## src/rtl/operand_fetch_if.sv

```systemverilog
// ============================================================================
//  Module      : operand_fetch_if
//  Description : Handshake and bus bundle for the operand_fetch block.
//                Carries the fetch request, the operand hand-off to the
//                shifter/ALU, and the register-file writeback port.
//  Revision    : 1.0 - initial release
// ============================================================================
`default_nettype none

interface operand_fetch_if #(
    parameter int DATA_W = 16
);
    // fetch request
    logic              req_valid;
    logic              req_ready;
    logic [2:0]        rd_a;
    logic [2:0]        rd_b;
    logic [1:0]        shift_in;
    // operand hand-off
    logic              op_valid;
    logic              op_ready;
    logic [DATA_W-1:0] a_out;
    logic [DATA_W-1:0] b_out;
    logic [1:0]        shift_out;
    // writeback
    logic              wr_en;
    logic [2:0]        wr_num;
    logic [DATA_W-1:0] wr_data;

    // requester / writeback / consumer side
    modport master (
        output req_valid, rd_a, rd_b, shift_in, op_ready, wr_en, wr_num, wr_data,
        input  req_ready, op_valid, a_out, b_out, shift_out
    );

    // operand_fetch side
    modport slave (
        input  req_valid, rd_a, rd_b, shift_in, op_ready, wr_en, wr_num, wr_data,
        output req_ready, op_valid, a_out, b_out, shift_out
    );
endinterface

`default_nettype wire

```

## src/rtl/operand_fetch.sv

```systemverilog
// ============================================================================
//  Module      : operand_fetch
//  Description : Eight-entry register file plus operand staging for the
//                shifter/ALU. A fetch reads R[rd_a] then R[rd_b] into the
//                A/B operand registers and holds them under valid/ready.
//                Writeback updates the register file on any cycle.
//  Options     : OPFETCH_BYPASS_EN - forward same-edge writeback data into
//                the operand register being loaded (write-to-read bypass).
//  Revision    : 1.0 - initial release
// ============================================================================
`default_nettype none

module operand_fetch #(
    parameter int DATA_W  = 16,
    parameter int REG_CNT = 8
) (
    input  wire logic      clk,
    input  wire logic      rst_n,
    operand_fetch_if.slave bus
);

    typedef enum logic [1:0] {
        ST_IDLE   = 2'd0,
        ST_READ_A = 2'd1,
        ST_READ_B = 2'd2,
        ST_HOLD   = 2'd3
    } state_t;

    state_t            r_state;
    logic [DATA_W-1:0] r_regs [REG_CNT];
    logic [2:0]        r_rd_a;
    logic [2:0]        r_rd_b;
    logic [1:0]        r_shift;
    logic [DATA_W-1:0] r_a;
    logic [DATA_W-1:0] r_b;
    logic              r_op_valid;
    logic              r_req_ready;

    logic [2:0]        w_rd_idx;
    logic [DATA_W-1:0] w_rd_data;

    // One shared read port: READ_A uses the latched A index, otherwise B.
    assign w_rd_idx = (r_state == ST_READ_A) ? r_rd_a : r_rd_b;

`ifdef OPFETCH_BYPASS_EN
    // Read port with same-edge writeback forwarded into the operand.
    always_comb begin
        w_rd_data = r_regs[w_rd_idx];
        if (bus.wr_en && (bus.wr_num == w_rd_idx)) begin
            w_rd_data = bus.wr_data;
        end
    end
`else
    // Without forwarding a colliding read sees the pre-write contents.
    assign w_rd_data = r_regs[w_rd_idx];
`endif

    // Register file: writeback is independent of the fetch sequencer.
    always_ff @(posedge clk or negedge rst_n) begin
        if (!rst_n) begin
            for (int i = 0; i < REG_CNT; i++) begin
                r_regs[i] <= '0;
            end
        end else if (bus.wr_en) begin
            r_regs[bus.wr_num] <= bus.wr_data;
        end
    end

    // Fetch sequencer with registered handshake outputs; operands are only
    // written in READ_A/READ_B so they stay frozen throughout HOLD.
    always_ff @(posedge clk or negedge rst_n) begin
        if (!rst_n) begin
            r_state     <= ST_IDLE;
            r_rd_a      <= '0;
            r_rd_b      <= '0;
            r_shift     <= '0;
            r_a         <= '0;
            r_b         <= '0;
            r_op_valid  <= 1'b0;
            r_req_ready <= 1'b1;
        end else begin
            case (r_state)
                ST_IDLE: begin
                    if (bus.req_valid) begin
                        r_rd_a      <= bus.rd_a;
                        r_rd_b      <= bus.rd_b;
                        r_shift     <= bus.shift_in;
                        r_req_ready <= 1'b0;
                        r_state     <= ST_READ_A;
                    end
                end
                ST_READ_A: begin
                    r_a     <= w_rd_data;
                    r_state <= ST_READ_B;
                end
                ST_READ_B: begin
                    r_b        <= w_rd_data;
                    r_op_valid <= 1'b1;
                    r_state    <= ST_HOLD;
                end
                ST_HOLD: begin
                    if (bus.op_ready) begin
                        r_op_valid  <= 1'b0;
                        r_req_ready <= 1'b1;
                        r_state     <= ST_IDLE;
                    end
                end
                default: begin
                    r_op_valid  <= 1'b0;
                    r_req_ready <= 1'b1;
                    r_state     <= ST_IDLE;
                end
            endcase
        end
    end

    assign bus.req_ready = r_req_ready;
    assign bus.op_valid  = r_op_valid;
    assign bus.a_out     = r_a;
    assign bus.b_out     = r_b;
    assign bus.shift_out = r_shift;

endmodule

`default_nettype wire
```

## src/flat_wrapper.sv

```systemverilog
// flat-port wrapper written by rule: the top's interface ports become plain ports
module operand_fetch_flat 
#(
    parameter int DATA_W  = 16,
    parameter int REG_CNT = 8
)
  (clk, rst_n, bus_req_valid, bus_rd_a, bus_rd_b, bus_shift_in, bus_op_ready, bus_wr_en, bus_wr_num, bus_wr_data, bus_req_ready, bus_op_valid, bus_a_out, bus_b_out, bus_shift_out);
  operand_fetch_if #(.DATA_W(DATA_W)) bus_i ();
  input  wire logic clk;
  input  wire logic rst_n;
  input wire logic [$bits(bus_i.req_valid)-1:0] bus_req_valid;
  input wire logic [$bits(bus_i.rd_a)-1:0] bus_rd_a;
  input wire logic [$bits(bus_i.rd_b)-1:0] bus_rd_b;
  input wire logic [$bits(bus_i.shift_in)-1:0] bus_shift_in;
  input wire logic [$bits(bus_i.op_ready)-1:0] bus_op_ready;
  input wire logic [$bits(bus_i.wr_en)-1:0] bus_wr_en;
  input wire logic [$bits(bus_i.wr_num)-1:0] bus_wr_num;
  input wire logic [$bits(bus_i.wr_data)-1:0] bus_wr_data;
  output wire logic [$bits(bus_i.req_ready)-1:0] bus_req_ready;
  output wire logic [$bits(bus_i.op_valid)-1:0] bus_op_valid;
  output wire logic [$bits(bus_i.a_out)-1:0] bus_a_out;
  output wire logic [$bits(bus_i.b_out)-1:0] bus_b_out;
  output wire logic [$bits(bus_i.shift_out)-1:0] bus_shift_out;
  assign bus_i.req_valid = bus_req_valid;
  assign bus_i.rd_a = bus_rd_a;
  assign bus_i.rd_b = bus_rd_b;
  assign bus_i.shift_in = bus_shift_in;
  assign bus_i.op_ready = bus_op_ready;
  assign bus_i.wr_en = bus_wr_en;
  assign bus_i.wr_num = bus_wr_num;
  assign bus_i.wr_data = bus_wr_data;
  assign bus_req_ready = bus_i.req_ready;
  assign bus_op_valid = bus_i.op_valid;
  assign bus_a_out = bus_i.a_out;
  assign bus_b_out = bus_i.b_out;
  assign bus_shift_out = bus_i.shift_out;
  operand_fetch #(.DATA_W(DATA_W), .REG_CNT(REG_CNT)) u_core (.clk(clk), .rst_n(rst_n), .bus(bus_i));
endmodule
```

## config.mk

```make
export PLATFORM = sky130hd
export DESIGN_NAME = operand_fetch_flat
export DESIGN_NICKNAME = d
export VERILOG_FILES = /design/src/rtl/operand_fetch_if.sv /design/src/rtl/operand_fetch.sv /design/src/flat_wrapper.sv
export SDC_FILE = /design/constraint.sdc
export NUM_CORES = 1
export LEC_CHECK = 0
export CORE_AREA = 3 3 137 193
export CTS_CLUSTER_SIZE = 10
export DETAILED_ROUTE_END_ITERATION = 8
export DIE_AREA = 0 0 140 196
export GPL_TIMING_DRIVEN = 1
export PLACE_DENSITY = 0.57
export SETUP_SLACK_MARGIN = 0.4
export SLEW_MARGIN = 25
export SYNTH_ARGS = -nofsm -noshare
export SYNTH_HDL_FRONTEND = slang
export SYNTH_SLANG_ARGS = --single-unit
```

## constraint.sdc

```tcl
create_clock -name clk -period 2.25 [get_ports clk]
set_input_delay 0.45 -clock clk [delete_from_list [all_inputs] [get_ports clk]]
set_output_delay 0.45 -clock clk [all_outputs]
set_load 0.1 [all_outputs]
```

==> impl_metrics.toml <==
[global_routing]
grt_pass1_wl_um = 39100
grt_max_degree = 51
grt_use_total = 0.184
antenna_found_initial = 0
grt_pass1_vias = 6762
grt_overflow = 0

[clock_tree]
cts-root-buf = "clkbuf_16"
cts_buffers = 17
clkSinkCount = 172
htreeDepth = 4
clockBufferDepth = 2
cts_tree = "done"
clk_latency_ns = 0.44
path_clk_slew_ns = 0.06

[worst_setup_path]
r2r_slack_ns = 0.26
cp_max_fo = 5
crit_arrival_ns = 2.34
cp-start-kind = "register"
path_class = "reg -> reg"
r2r-end = "u_core.bus.b_out[6]"
r2r-start = "u_core.r_state[1]"
reg2regPathDepth = 10
path_common_cell = "buf_6"
slowest_delay_ns = 0.40
critPathSlowestCell = "dfrtp_1"
crit_chain = "inv_2, ha_4, buf_6, mux2i_4, buf_6, clkbuf_16, nor2_1, o221ai_2, nand3_1, a31oi_1"
cp.required_ns = 2.61
cp-end-kind = "register"

[cells_and_area]
n_antenna_cell = 0
fill_cells = 2337
seq_area_um2 = 4310
multiInputGateArea_um2 = 4230
final_nets = 952
layout_commonest_cell = "dfrtp_1"
drive_gt1_frac = 0.347
mostFrequentLayoutCells = "170 x dfrtp_1, 145 x nor2_1, 134 x mux2_2"
area_delta_synth_final_pct = 28.7

[sta]
period_needed_ns = 1.99
drv_slew = 0
slew_headroom = 0.637
finalCritPeriodShare = 0.883
max_freq_ghz = 0.503
tightestPinTransition_ns = 0.545
hold_viol_final = 0
rsz0062_at_grt = "true"
final.setup.tns_ns = 0
finalSetupViolCount = 0
skew_ns = 0.0119

[yosys]
synth.area.top_cells = "dfrtp_1 49%, mux2_2 18%, nor2_1 6.9%, o21ai_0 2.7%, nand2b_1 2.5%"
syn_area_um2 = 8650
synth_seq_cells = 172
synth_cell_type_count = 39
postSynthCellCount = 819
yosysSeqAreaShare = 0.498
synth_top_cell_by_area = "dfrtp_1"
netlist.area_leader.share = 0.495
syn_nets = 856
ys_warn_count = 0
syn_avg_cell_area_um2 = 10.6

[routing]
drt_iter0_markers = 533
wl_per_cell_um = 21.4
vias = 6733
remaining_drc_errors = 0
vias_per_cell = 5.42
wirelength_um = 26600
first_pass_iters = 6
ant_nets = 0

[die]
core.rowCount = 68
fp.dieArea_um2 = 27400
die_w_um = 140
pin_count = 68
core_um2 = 24700
die_h_um = 196
floorplan.initialDensity = 0.351

[worst_hold_path]
min_to = "u_core.r_regs[37]"
hold_path.class = "reg -> reg"
holdCritStartpoint = "u_core.r_regs[37]"
worst_hold_path.num_cells = 1

[status]
status = "finished clean"

[flow_run]
maxCapViolations = 0

[placement]
dp_hpwl_um = 15600
port_buffers = 67
place.gp.congestion = 0.770
-- area by class of cell --
cell class                      instances  share of cell area
Multi-Input combinational cell        585               0.379
Clock inverter                         13              0.0190
Clock buffer                           19              0.0398
Inverter                                6             0.00236
Tap cell                              315              0.0354
Timing Repair Buffer                  133               0.137
Sequential cell                       172               0.387
-- sequential cells by signal (all words and copies together), names as in the netlist --
name	flops
u_core.r_rd_b	3
u_core.bus.a_out	16
u_core.bus.op_valid	1
u_core.bus.req_ready	1
u_core.bus.b_out	16
u_core.r_rd_a	3
u_core.r_regs	128
u_core.r_state	2
u_core.bus.shift_out	2
-- timing repair --
item,CTS,global route
gates cloned,2,7
pin swaps,7,55
endpoints found under the setup margin,32,32
buffers inserted,8,9
hold buffers,1,0
endpoints found under the hold margin,24,0
resized for setup,12,44
-- worst max path at each step --
stage,slack (ns),from,to,cells after the start
2_1_floorplan,0.43,bus_wr_num[0],u_core.r_regs[53],5
3_3_place_gp,0.17,bus_wr_en,u_core.r_regs[92],5
3_5_place_dp,0.11,bus_wr_en,u_core.r_regs[82],5
4_1_cts,0.30,u_core.r_state[1],u_core.bus.a_out[13],10
5_1_grt,0.19,u_core.r_state[1],u_core.bus.b_out[1],11
6_report,0.26,u_core.r_state[1],u_core.bus.b_out[6],10
-- logic make-up after synthesis --
kind of cell	Yosys count	synth area share
mux	142	0.185
fa+ha+maj	5	0.00723
compound gates	163	0.126
flops	172	0.498
buf+inv	62	0.0340
simple gates	275	0.151
-- per-layer routing --
layer | up-vias | global-route usage | share of wire
met5 | - | 0 | 0
met4 | 0 | 0.0657 | 0.027
met3 | 48 | 0.0327 | 0.040
met2 | 160 | 0.336 | 0.53
met1 | 3424 | 0.215 | 0.40
li1 | 3101 | - | -
-- cells in the mapped netlist --
cell type	number
a21oi_1	19
a22oi_1	17
a31oi_1	32
and2_1	1
buf_1	1
buf_2	27
buf_4	3
buf_6	2
clkbuf_1	22
clkbuf_2	1
dfrtp_1	171
dfstp_2	1
ha_1	5
inv_1	6
mux2_1	4
mux2_2	135
mux2i_1	2
mux2i_2	1
nand2_1	21
nand2b_1	35
nand2b_4	1
nand3_1	18
nand3b_1	14
nand4_1	1
nand4b_1	3
nor2_1	158
nor2_2	1
nor2b_1	15
nor2b_2	1
nor3_1	1
nor3_2	2
nor3b_2	2
o21ai_0	46
o21ai_1	14
o221ai_1	8
o221ai_2	10
o22a_1	15
o22ai_1	2
or2_1	1
-- per-stage QoR --
step | instances | area (um2) | hold WS [ns] | util | setup slack, ns
2_1_floorplan | 819 | 8660 | 0.154 | - | 0.432
3_3_place_gp | 1184 | 9910 | 0.443 | 0.402 | 0.167
3_5_place_dp | 1184 | 9910 | 0.447 | 0.402 | 0.111
4_1_cts | 1227 | 10700 | 0.509 | 0.435 | 0.303
5_1_grt | 1243 | 11100 | 0.517 | 0.451 | 0.187
6_report | 1243 | 11100 | 0.508 | 0.451 | 0.263
-- critical path: cells and delay by family (launching register included) --
kind,cells,cell delay [ns]
adder cells (fa/ha/maj),1,0.15
buffers and inverters,4,0.56
AND/OR/NAND/NOR,2,0.16
multiplexers,1,0.29
AO/OA/AOI/OAI,2,0.34
flip-flops,1,0.40
Power is not shown: default switching activity piles up to over one toggle a cycle in this logic, so the estimate is an artifact.
